==> config.mk <==
export PLATFORM = sky130hd
export DESIGN_NAME = desc_word_sender
export DESIGN_NICKNAME = d
export VERILOG_FILES = /design/src/rtl/desc_word_sender.sv
export SDC_FILE = /design/constraint.sdc
export NUM_CORES = 1
export LEC_CHECK = 0
export CAP_MARGIN = 5
export CORE_MARGIN = 4
export CORE_UTILIZATION = 53
export CTS_CLUSTER_SIZE = 16
export DETAILED_ROUTE_END_ITERATION = 8
export HOLD_SLACK_MARGIN = 0.06
export PLACE_DENSITY = 0.87
export SLEW_MARGIN = 25
export SYNTH_ARGS = -nofsm -noshare
export SYNTH_HDL_FRONTEND = slang
export SYNTH_SLANG_ARGS = --single-unit
==> constraint.sdc <==
create_clock -name clk -period 2.29 [get_ports clk]
set_input_delay 0.229 -clock clk [delete_from_list [all_inputs] [get_ports clk]]
set_output_delay 0.229 -clock clk [all_outputs]
set_load 0.02 [all_outputs]
==> src/rtl/desc_word_sender.sv <==
// Descriptor pixel packer: four 8-bit pixels per 32-bit word, first pixel in the MSB byte,
// buffered in a small FIFO and handed to the NCC descriptor loader one word per ack.
//
// state  | meaning
// IDLE   | waiting for desc_start, no words held
// ACTIVE | accepting pixels and packing words
// FLUSH  | all pixels taken, draining remaining words
// DONE   | last word acked, desc_sent pulse
module desc_word_sender #(
    parameter int PIXELS_PER_DESC = 256,
    parameter int FIFO_DEPTH      = 4
) (
    input  logic        clk,
    input  logic        rst,
    input  logic        desc_start,
    input  logic        pix_valid,
    input  logic [7:0]  pix_data,
    output logic        pix_ready,
    output logic [31:0] desc_data_out,
    output logic        desc_data_ready,
    input  logic        desc_data_ack,
    output logic [3:0]  sent_row,
    output logic [1:0]  sent_col,
    output logic        desc_sent,
    output logic        busy,
    output logic        ack_err
);

    localparam int WORDS = PIXELS_PER_DESC / 4;
    localparam int PW    = $clog2(PIXELS_PER_DESC);
    localparam int SW    = ($clog2(WORDS) + 1 < 6) ? 6 : $clog2(WORDS) + 1;
    localparam int AW    = $clog2(FIFO_DEPTH);

    typedef enum logic [1:0] {IDLE, ACTIVE, FLUSH, DONE} state_t;

    state_t          state_q;
    logic [PW-1:0]   pix_cnt_q;
    logic [1:0]      lane_q;
    logic [23:0]     pack_q;
    logic [SW-1:0]   sent_cnt_q;
    logic            ack_err_q;
    logic [31:0]     mem_q [FIFO_DEPTH];
    logic [AW-1:0]   wr_ptr_q;
    logic [AW-1:0]   rd_ptr_q;
    logic [AW:0]     count_q;
    logic [AW:0]     count_d;

    logic fifo_full;
    logic fifo_empty;
    logic accept;
    logic push;
    logic pop;
    logic stray;
    logic last_pop;

    assign fifo_full  = (count_q == (AW+1)'(FIFO_DEPTH));
    assign fifo_empty = (count_q == '0);
    assign pix_ready  = (state_q == ACTIVE) && !fifo_full;
    assign accept     = pix_valid && pix_ready;
    assign push       = accept && (lane_q == 2'd3);
    assign pop        = desc_data_ack && !fifo_empty;
    assign stray      = desc_data_ack && fifo_empty;
    assign last_pop   = pop && (sent_cnt_q == SW'(WORDS - 1));

    always_comb begin
        count_d = count_q;
        case ({push, pop})
            2'b10:   count_d = count_q + 1'b1;
            2'b01:   count_d = count_q - 1'b1;
            default: count_d = count_q;
        endcase
    end

    always_ff @(posedge clk or negedge rst) begin
        if (!rst) begin
            state_q    <= IDLE;
            pix_cnt_q  <= '0;
            lane_q     <= '0;
            pack_q     <= '0;
            sent_cnt_q <= '0;
            ack_err_q  <= 1'b0;
            wr_ptr_q   <= '0;
            rd_ptr_q   <= '0;
            count_q    <= '0;
            for (int i = 0; i < FIFO_DEPTH; i++) begin
                mem_q[i] <= '0;
            end
        end else begin
            case (state_q)
                IDLE: begin
                    if (desc_start) begin
                        state_q    <= ACTIVE;
                        pix_cnt_q  <= '0;
                        sent_cnt_q <= '0;
                        lane_q     <= '0;
                        pack_q     <= '0;
                        ack_err_q  <= 1'b0;
                    end
                end
                ACTIVE: begin
                    if (accept) begin
                        pix_cnt_q <= pix_cnt_q + 1'b1;
                        lane_q    <= lane_q + 2'd1;
                        case (lane_q)
                            2'd0:    pack_q[23:16] <= pix_data;
                            2'd1:    pack_q[15:8]  <= pix_data;
                            2'd2:    pack_q[7:0]   <= pix_data;
                            default: pack_q        <= pack_q;
                        endcase
                        if (pix_cnt_q == PW'(PIXELS_PER_DESC - 1)) begin
                            state_q <= FLUSH;
                        end
                    end
                end
                FLUSH: state_q <= FLUSH;
                DONE:  state_q <= IDLE;
                default: state_q <= IDLE;
            endcase

            // a stray ack at the same edge as a start still leaves the error visible
            if (stray) begin
                ack_err_q <= 1'b1;
            end

            if (pop) begin
                sent_cnt_q <= sent_cnt_q + 1'b1;
                rd_ptr_q   <= rd_ptr_q + 1'b1;
                if (last_pop) begin
                    state_q <= DONE;
                end
            end

            if (push) begin
                mem_q[wr_ptr_q] <= {pack_q, pix_data};
                wr_ptr_q        <= wr_ptr_q + 1'b1;
            end

            count_q <= count_d;
        end
    end

    assign desc_data_out   = mem_q[rd_ptr_q];
    assign desc_data_ready = !fifo_empty;
    assign sent_row        = sent_cnt_q[5:2];
    assign sent_col        = sent_cnt_q[1:0];
    assign desc_sent       = (state_q == DONE);
    assign busy            = (state_q != IDLE);
    assign ack_err         = ack_err_q;

endmodule

==> qor.txt, run 1 <==
Internal Power = 8490 µW
Clock power frac = 22.6%
total gr overflow = 0
total number of H-tree levels = 4
post-route total power = 12,700 µW
DPL Wire Length = 11.3 mm
most common cell after layout, fill and taps aside = dfrtp_1
synthesized area per cell = 14.6 µm²
total track usage = 20.0%
final setup vio count = 0
CTS buffer count = 17
Detailed Routing Iterations Pass 1 = 4
Total Die Area = 0.0174 mm²
Max IR drop VDD = 704 µV
PortBufs = 55
Crit path required time = 2.64 ns
Clk pin slew, worst setup/hold paths = 0.06 ns
status = finished clean
GP Congestion = 0.806
I/O pin count = 56
Period Utilization, post-route = 95.6%
Net Sw Frac = 33.3%
Slew Limit Headroom = 63.1%
commonest cells after routing, fill and taps aside = dfrtp_1 (177), mux2_2 (68), mux2_1 (61)
Final Util = 62.9%
share of layout cells above drive strength 1 = 26.6%
number of synthesized register bits = 179
drt wl/cell = 19.8 µm
drt drc = 0
Post-Syn Instances = 559
Net Switching = 4230 µW
grt peak-use layer = met2
Distinct cells, synth = 39
TritonCTS clock tree = built
met1 usage = 25.3%
Via-to-Cell Ratio = 5.87
CP Class = reg -> reg
Die Height = 132 µm
CTS root buffer = clkbuf_16
CTS sink cnt = 179
final instance area = 0.00953 mm²
cell area after synthesis = 0.00814 mm²
num rows = 45
syn_nets = 584
pin count of the biggest net entering global routing = 65
worst-path maximum fanout = 4
fillers = 1,064
Flop pwr share = 41.5%
Fin. Hold Viols = 0
Syn-to-layout area delta = 17.1%
sequential fraction of the synthesis area = 55.1%
Comb power frac = 35.9%
startpoint types = flop
Total Neg Setup Slack = 0 ns
dpl ws = 0.0517 ns
vias in the first global route = 5,422
Clock Tree Buf Depth = 2
placed cell area = 0.00894 mm²
final WL = 16.4 mm
# nets final = 650
global-route wire length before repair = 27.6 mm
met2 usage = 34.4%
Slew Limit Fails = 0
Worst Tran Pin Value = 0.553 ns
Initial Utilization = 53.7%
Worst Skew = 0.0102 ns
class of the worst hold path = in -> async
crit end category = flop
DR vias = 4,852
CP arrival = 2.54 ns
Power Density = 1330 mW/mm²
n_diodes = 0
DRT antenna net count = 0
Max Cap Viol = 0
Clock Latency Late Sink = 0.43 ns
Ys Warns = 0
Final WS setup = 0.0997 ns
leakage = 0.00475 µW
met3 Track Usage GR = 4.81%
chip width = 132 µm
maximum clock frequency = 457 MHz
initial antenna violation count = 0
DRT iter0 DRCs = 240
total core area = 0.0151 mm²
crit path time final = 2.19 ns
## sequential cells by signal (all words and copies together) (netlist names)
| signal | flops |
|---|---|
| mem_q | 128 |
| pack_q | 24 |
| pix_cnt_q | 8 |
| sent_cnt_q | 7 |
| count_q | 3 |
| lane_q | 2 |
| rd_ptr_q | 2 |
| state_q | 2 |
| wr_ptr_q | 2 |
| ack_err | 1 |
## layout make-up
cell class | instances | area (µm²) | area share [%]
clock buffer | 25 | 495 | 5.20
clock inverter | 7 | 97.6 | 1.02
inverter | 11 | 41.3 | 0.433
multi-input combinational | 332 | 3380 | 35.5
sequential | 179 | 4480 | 47.0
tap | 188 | 235 | 2.47
timing repair buffer | 84 | 795 | 8.34
## worst max-delay path, stage by stage, from the launching register on
cell and delay, ns:
dfrtp_2 0.42, or3b_4 0.40, and3_4 0.18, inv_1 0.06
ha_2 0.19, inv_1 0.06, fa_1 0.38, xor2_1 0.15
nor2_1 0.12, xor2_1 0.15
## per-layer routing
metal | up-vias | share of wire, %
met5 | - | 0
li1 | 2159 | -
met2 | 94 | 52
met4 | 0 | 1.4
met1 | 2579 | 43
met3 | 20 | 3.3
## kinds of logic (layout without fill, tap and decap cells)
| group | Yosys count | after routing | share of synthesized area (%) |
|---|---|---|---|
| AND/OR/NAND/NOR | 111 | 111 | 7.40 |
| XOR/XNOR | 6 | 6 | 0.646 |
| multiplexers | 193 | 193 | 30.6 |
| AO/OA/AOI/OAI | 10 | 10 | 0.830 |
| flip-flops | 179 | 179 | 55.1 |
| adder cells (fa/ha/maj) | 12 | 12 | 1.94 |
| buffers and inverters | 48 | 127 | 3.49 |
## metrics by stage
step / std cells / hold slack (ns)
after floorplan: 559 / -0.0666
after detailed placement: 791 / 0.244
after global routing: 826 / 0.412
after global placement: 791 / 0.227
after CTS: 824 / 0.372
final: 826 / 0.357
## cells in the mapped netlist
master	number	area [µm²]
dfrtp_1	179	4480
mux2_2	68	766
mux2_1	61	687
nand2_1	48	180
mux2i_1	32	320
mux4_2	32	721
nand3_1	23	115
clkbuf_1	12	45.0
ha_1	11	138
inv_1	10	37.5
buf_4	9	67.6
buf_2	8	40.0
buf_6	8	90.1
nand2b_1	6	37.5
nand4_1	4	25.0
nor4_1	4	25.0
o21ai_0	4	20.0
xnor2_1	4	35.0
nand3_2	3	30.0
nand3b_1	3	22.5
o211ai_1	3	22.5
or3_1	3	18.8
or4_1	3	22.5
nand4_4	2	42.5
nor2_1	2	7.51
nor3_1	2	10.0
o221ai_1	2	17.5
xor2_1	2	17.5
and2_1	1	6.26
and3_1	1	6.26
and3b_1	1	8.76
clkinv_1	1	3.75
fa_1	1	20.0
nand4_2	1	12.5
nor3b_1	1	7.51
o31ai_1	1	7.51
or2_2	1	6.26
or3b_1	1	8.76
or3b_2	1	8.76
## power groups by stage
stage | clock network [µW] | registers, µW | logic [µW]
6_report | 2870 | 5270 | 4570
5_1_grt | 3070 | 5430 | 4970
4_1_cts | 2910 | 5280 | 4620
3_5_place_dp | 0 | 5320 | 4850
3_3_place_gp | 0 | 5150 | 4680
2_1_floorplan | 0 | 4980 | 3300
## final timing paths
path | startpoint | to | slack (ns) | cells past startpoint
worst min-delay path | rst | mem_q[88] | 0.36 | 2
worst max register to register | count_q[1] | count_q[2] | 0.1 | 9
max in group asynchronous | rst | lane_q[1] | 1.21 | 3
min in group clk | desc_data_ack | ack_err | 0.44 | 3
worst min register to register | mem_q[52] | mem_q[52] | 0.49 | 1
worst max-delay path | count_q[1] | count_q[2] | 0.1 | 9
## repair_timing
action / in CTS / in global routing
setup buffers: 0 / 2
gates resized for setup: 32 / 4
pin swaps: 0 / 2
setup endpoints to repair: 32 / 1
hold buffers: 1 / 0
hold endpoints to repair: 55 / 0
No activity file was read; power rests on OpenSTA's default activity.
==> inputs of run 2 (changes only) <==
--- a/config.mk
+++ b/config.mk
@@ -6,10 +6,11 @@
 export NUM_CORES = 1
 export LEC_CHECK = 0
 export CAP_MARGIN = 5
-export CORE_MARGIN = 4
+export CORE_MARGIN = 2
 export CORE_UTILIZATION = 53
 export CTS_CLUSTER_SIZE = 16
 export DETAILED_ROUTE_END_ITERATION = 8
+export GPL_TIMING_DRIVEN = 0
 export HOLD_SLACK_MARGIN = 0.06
 export PLACE_DENSITY = 0.87
 export SLEW_MARGIN = 25
==> run 2 against run 1 <==
  * Utilization rose by 1.5 points
  * Combinational power rose by 3%
  * Clock power rose by 8.7%
  * Critical endpoint is now desc_data_out[19]
  * Largest power group unchanged
  * Fmax fell by 1.5%
  * Total power rose by 3.1%
  * Register-to-register slack barely moved
==> qor.txt, run 2 (synthesis gave the netlist of run 1 again) <==
status = finished clean
crit path cell chain = buf_8, buf_12, mux4_2, dlygate4sd2_1
Crit path required time = 2.06 ns
leakage = 0.00484 µW
crit end category = primary output
drt wl/cell = 20.0 µm
worst reg2reg endpoint = count_q[2]
pin count of the biggest net entering global routing = 67
post-route total power = 13,100 µW
Fin. Hold Viols = 0
Crit Reg-Reg Startpoint = count_q[0]
class of the worst hold path = in -> async
n_diodes = 0
Biggest register = mem_q
# nets final = 664
DRT iter0 DRCs = 337
Initial Utilization = 53.9%
Die Height = 128 µm
initial antenna violation count = 0
Max Cap Viol = 0
Slew Limit Headroom = 57.7%
Via-to-Cell Ratio = 5.90
placed cell area = 0.00898 mm²
PortBufs = 55
Slew Limit Fails = 0
final WL = 16.8 mm
Clock Tree Buf Depth = 2
Slowest Stage Delay on Critical Path = 0.52 ns
fillers = 1,020
Buf/Inv on CP = 3
CTS sink cnt = 179
global-route wire length before repair = 27.7 mm
final cell count without fillers = 840
chip width = 128 µm
total gr overflow = 0
Clock Latency Late Sink = 0.43 ns
DR vias = 4,955
num rows = 45
total number of H-tree levels = 4
Max IR drop VDD = 817 µV
CP arrival = 1.99 ns
Largest register FFs = 128
crit path time final = 2.22 ns
Detailed Routing Iterations Pass 1 = 4
Syn-to-layout area delta = 19.5%
r2r setup slk = 0.10 ns
DRT antenna net count = 0
Worst Tran Pin Value = 0.634 ns
maximum clock frequency = 450 MHz
CP Class = reg -> out
Period Utilization, post-route = 97.1%
total track usage = 22.2%
Largest regs = mem_q (128), pack_q (24), pix_cnt_q (8)
CP delay by family, top = buffers and inverters
final setup vio count = 0
CTS root buffer = clkbuf_16
startpoint types = flop
drt drc = 0
most common cell after layout, fill and taps aside = dfrtp_1
GP Congestion = 0.774
Crit path depth = 4
share of layout cells above drive strength 1 = 28.4%
Clk pin slew, worst setup/hold paths = 0.06 ns
final instance area = 0.00973 mm²
Total Die Area = 0.0164 mm²
CTS buffer count = 17
worst-path maximum fanout = 10
Power Density = 1350 mW/mm²
TritonCTS clock tree = built
Critical-path top delay cell = mux4_2
Worst Skew = 0.00694 ns
Crit. Startpoint = rd_ptr_q[0]
Worst setup endpoint = desc_data_out[19]
DPL Wire Length = 11.3 mm
total core area = 0.0151 mm²
Placed Instances = 804
I/O pin count = 56
vias in the first global route = 5,350
commonest cells after routing, fill and taps aside = dfrtp_1 (177), mux2_2 (68), mux2_1 (61)
Worst Reg-to-Reg Cells = 9
run 2: power breakdown:
| part | leakage (µW) | internal, µW | switching, µW |
|---|---|---|---|
| registers | 0.00235 | 4390 | 890 |
| clock network | 0.000312 | 1910 | 1200 |
| logic | 0.00217 | 2480 | 2220 |
| total | 0.00484 | 8790 | 4310 |
run 2: routing by layer:
metal | part of all wire [%] | wire [µm] | global-route usage (%)
met1 | 44 | 7360 | 29.0
met2 | 51 | 8620 | 37.3
met3 | 3.5 | 592 | 4.76
met4 | 1.6 | 267 | 7.56
met5 | 0 | 0 | 0
run 2: what timing repair did:
item                                    4_1_cts  5_1_grt
hold buffers                                  1        0
resized for setup                            60        8
hold endpoints to repair                     49        0
endpoints found under the setup margin       36       13
pin swaps                                     1        1
setup buffers                                 4        2
cloned                                        0        0
run 2: cell type report:
class                      instances  area, µm²  share of cell area, %
multi-input combinational        332       3390                   34.9
sequential                       179       4480                   46.1
buffer                            34        307                   3.15
inverter                          11       42.5                  0.437
tap                              188        235                   2.42
clock buffer                      20        467                   4.80
clock inverter                    12        176                   1.81
timing repair buffer              64        627                   6.45
run 2: metrics by stage:
| stage | hold slack (ns) | setup slack, ns | utilization, % | TNS, ns |
|---|---|---|---|---|
| global placement | 0.468 | -5.70 | 59.1 | -1019.90 |
| CTS | 0.308 | 0.0189 | 64.3 | 0 |
| detailed placement | 0.165 | -0.215 | 59.5 | -2.33 |
| floorplan | -0.0666 | 0.00135 | - | 0 |
| global route | 0.331 | -0.0121 | 64.5 | -0.0121 |
| finish | 0.290 | 0.0674 | 64.5 | 0 |
run 2: worst min-delay path by stage:
stage / startpoint / end / cells past startpoint
3_3_place_gp: mem_q[51] / mem_q[51] / 1
3_5_place_dp: rst / mem_q[109] / 1
4_1_cts: rst / mem_q[109] / 2
6_report: rst / mem_q[77] / 2
5_1_grt: rst / mem_q[77] / 2
2_1_floorplan: rst / ack_err / 0
==> inputs of run 3 (changes only) <==
--- a/config.mk
+++ b/config.mk
@@ -7,12 +7,13 @@
 export LEC_CHECK = 0
 export CAP_MARGIN = 5
 export CORE_MARGIN = 2
-export CORE_UTILIZATION = 53
+export CORE_UTILIZATION = 26
 export CTS_CLUSTER_SIZE = 16
 export DETAILED_ROUTE_END_ITERATION = 8
 export GPL_TIMING_DRIVEN = 0
 export HOLD_SLACK_MARGIN = 0.06
-export PLACE_DENSITY = 0.87
+export PLACE_DENSITY = 0.54
+export SETUP_SLACK_MARGIN = 0.4
 export SLEW_MARGIN = 25
 export SYNTH_ARGS = -nofsm -noshare
 export SYNTH_HDL_FRONTEND = slang
==> run 3 against run 2 <==
  * Count of clock-buffer cells in the layout is 2 lower
  * Critical path type is now reg -> reg
  * Worst setup slack better by 0.076 ns
  * Register-to-register slack better by 0.04 ns
  * Fmax is 3.5% higher
  * Critical path depth is 6 higher
  * Clock skew is 0.0043 ns higher
  * Sequential cell count stayed put
  * Via count is 0.59% lower
  * Wire length is 14% higher
  * Non-clock buffer count is 37 higher
  * Sequential power is 1% lower
==> qor.txt, run 3 (synthesis gave the netlist of run 1 again) <==
CTS root buffer = clkbuf_16
Largest regs = mem_q (128), pack_q (24), pix_cnt_q (8)
TritonCTS clock tree = built
final cell count without fillers = 1,085
total core area = 0.0307 mm²
Biggest register = mem_q
GP Congestion = 0.706
most common cell after layout, fill and taps aside = dfrtp_1
Total Die Area = 0.0327 mm²
Initial Utilization = 26.5%
Power Density = 1300 mW/mm²
Slew Limit Fails = 0
share of layout cells above drive strength 1 = 38.9%
DPL Wire Length = 12.2 mm
class of the worst hold path = in -> async
Worst Skew = 0.0113 ns
Max Used Layer = met4
# nets final = 701
CP arrival = 2.50 ns
startpoint types = flop
Total Neg Setup Slack = 0 ns
Worst Tran Pin Value = 0.442 ns
I/O pin count = 56
Clk pin slew, worst setup/hold paths = 0.07 ns
Largest register FFs = 128
chip width = 181 µm
Fin. Hold Viols = 0
maximum clock frequency = 466 MHz
Via-to-Cell Ratio = 4.54
Crit path required time = 2.65 ns
global-route wire length before repair = 30.6 mm
commonest cells after routing, fill and taps aside = dfrtp_1 (176), mux2_2 (64), mux2_1 (59)
num rows = 64
PortBufs = 55
routed wl met2 = 9.22 mm
Detailed Routing Iterations Pass 1 = 6
Slew Limit Headroom = 70.6%
Placed Instances = 1,012
Max IR drop VDD = 466 µV
final WL = 19.2 mm
Syn-to-layout area delta = 32.0%
pin count of the biggest net entering global routing = 77
Clock Tree Buf Depth = 2
CTS buffer count = 17
crit path time final = 2.15 ns
final setup vio count = 0
CP dominant cell by count = xor2_1
initial antenna violation count = 0
CTS sink cnt = 179
Clock Latency Late Sink = 0.43 ns
met1 WL = 9.38 mm
routed wl met3 = 417 µm
total number of H-tree levels = 4
status = finished clean
CP delay by family, top = simple AND/OR/NAND/NOR gates
DRT antenna net count = 0
DR vias = 4,926
Buf/Inv on CP = 3
total track usage = 12.1%
DRT iter0 DRCs = 218
n_diodes = 0
RSZ-0062 raised after global routing = yes
Die Height = 181 µm
Slowest Stage Delay on Critical Path = 0.42 ns
drt drc = 0
worst-path maximum fanout = 3
CP Class = reg -> reg
Max Cap Viol = 0
crit path cell chain = or3b_4, buf_8, and3_4, inv_4, ha_4, inv_2, fa_2, xor2_1, nor2_1, xor2_1
vias in the first global route = 5,196
leakage = 0.00520 µW
Period Utilization, post-route = 93.7%
total gr overflow = 0
crit end category = flop
drt wl/cell = 17.7 µm
Critical-path top delay cell = dfrtp_2
placed cell area = 0.00927 mm²
final instance area = 0.0107 mm²
[run 3: cell types whose count changed in the layout (fill, tap and decap cells not counted), sizes merged]
cell | previous run | this run
buf | 32 | 98
dlygate4sd2 | 31 | 2
inv | 11 | 17
clkdlybuf4s50 | 22 | 17
clkbuf | 31 | 34
bufinv | 4 | 2
clkdlybuf4s15 | 1 | 0
clkinv | 6 | 5
clkinvlp | 2 | 1
dlymetal6s2s | 0 | 1
[run 3: repair_timing]
action	4_1_cts	5_1_grt
endpoints found under the hold margin	46	0
gates resized for setup	249	42
setup endpoints to repair	153	164
pin swaps	7	4
cloned	5	5
setup buffers	21	9
hold buffers	1	0
[run 3: final timing paths]
kind	cells after the start	slack (ns)	startpoint	end
worst max-delay path	10	0.14	count_q[1]	count_q[2]
worst min-delay path	2	0.28	rst	sent_cnt_q[5]
worst max register to register	10	0.14	count_q[1]	count_q[2]
worst min register to register	1	0.49	mem_q[24]	mem_q[24]
max in group asynchronous	4	0.96	rst	lane_q[1]
min in group clk	3	0.47	desc_data_ack	ack_err
[run 3: per-layer routing]
metal	global-route usage, %	up-vias
li1	-	2260
met1	17.0	2592
met2	19.1	62
met3	2.24	12
met4	3.29	0
met5	0	-
[run 3: stage by stage]
stage / utilization (%) / power, µW / setup slack, ns / hold slack [ns]
after detailed placement: 30.2 / 10200 / -0.255 / 0.157
after global placement: 30.0 / 10100 / -6.90 / 0.469
after global routing: 35.0 / 14800 / 0.0765 / 0.311
final: 35.0 / 13900 / 0.143 / 0.279
after floorplan: - / 8330 / 0.0925 / -0.0666
after CTS: 34.1 / 13900 / 0.116 / 0.282
[run 3: layout make-up]
class	count	area, µm²
inverters	11	45.0
repair buffers	98	1200
multi-input cells	332	3450
plain buffers	37	464
well taps	396	495
fillers	2963	19900
flip-flops and latches	179	4480
clock inverters	14	165
clock buffers	18	439
[run 3: report_power, final]
part | internal [µW] | switching (µW)
Clock | 1670 | 1320
Combinational | 3210 | 2510
Sequential | 4390 | 821
Total | 9280 | 4660
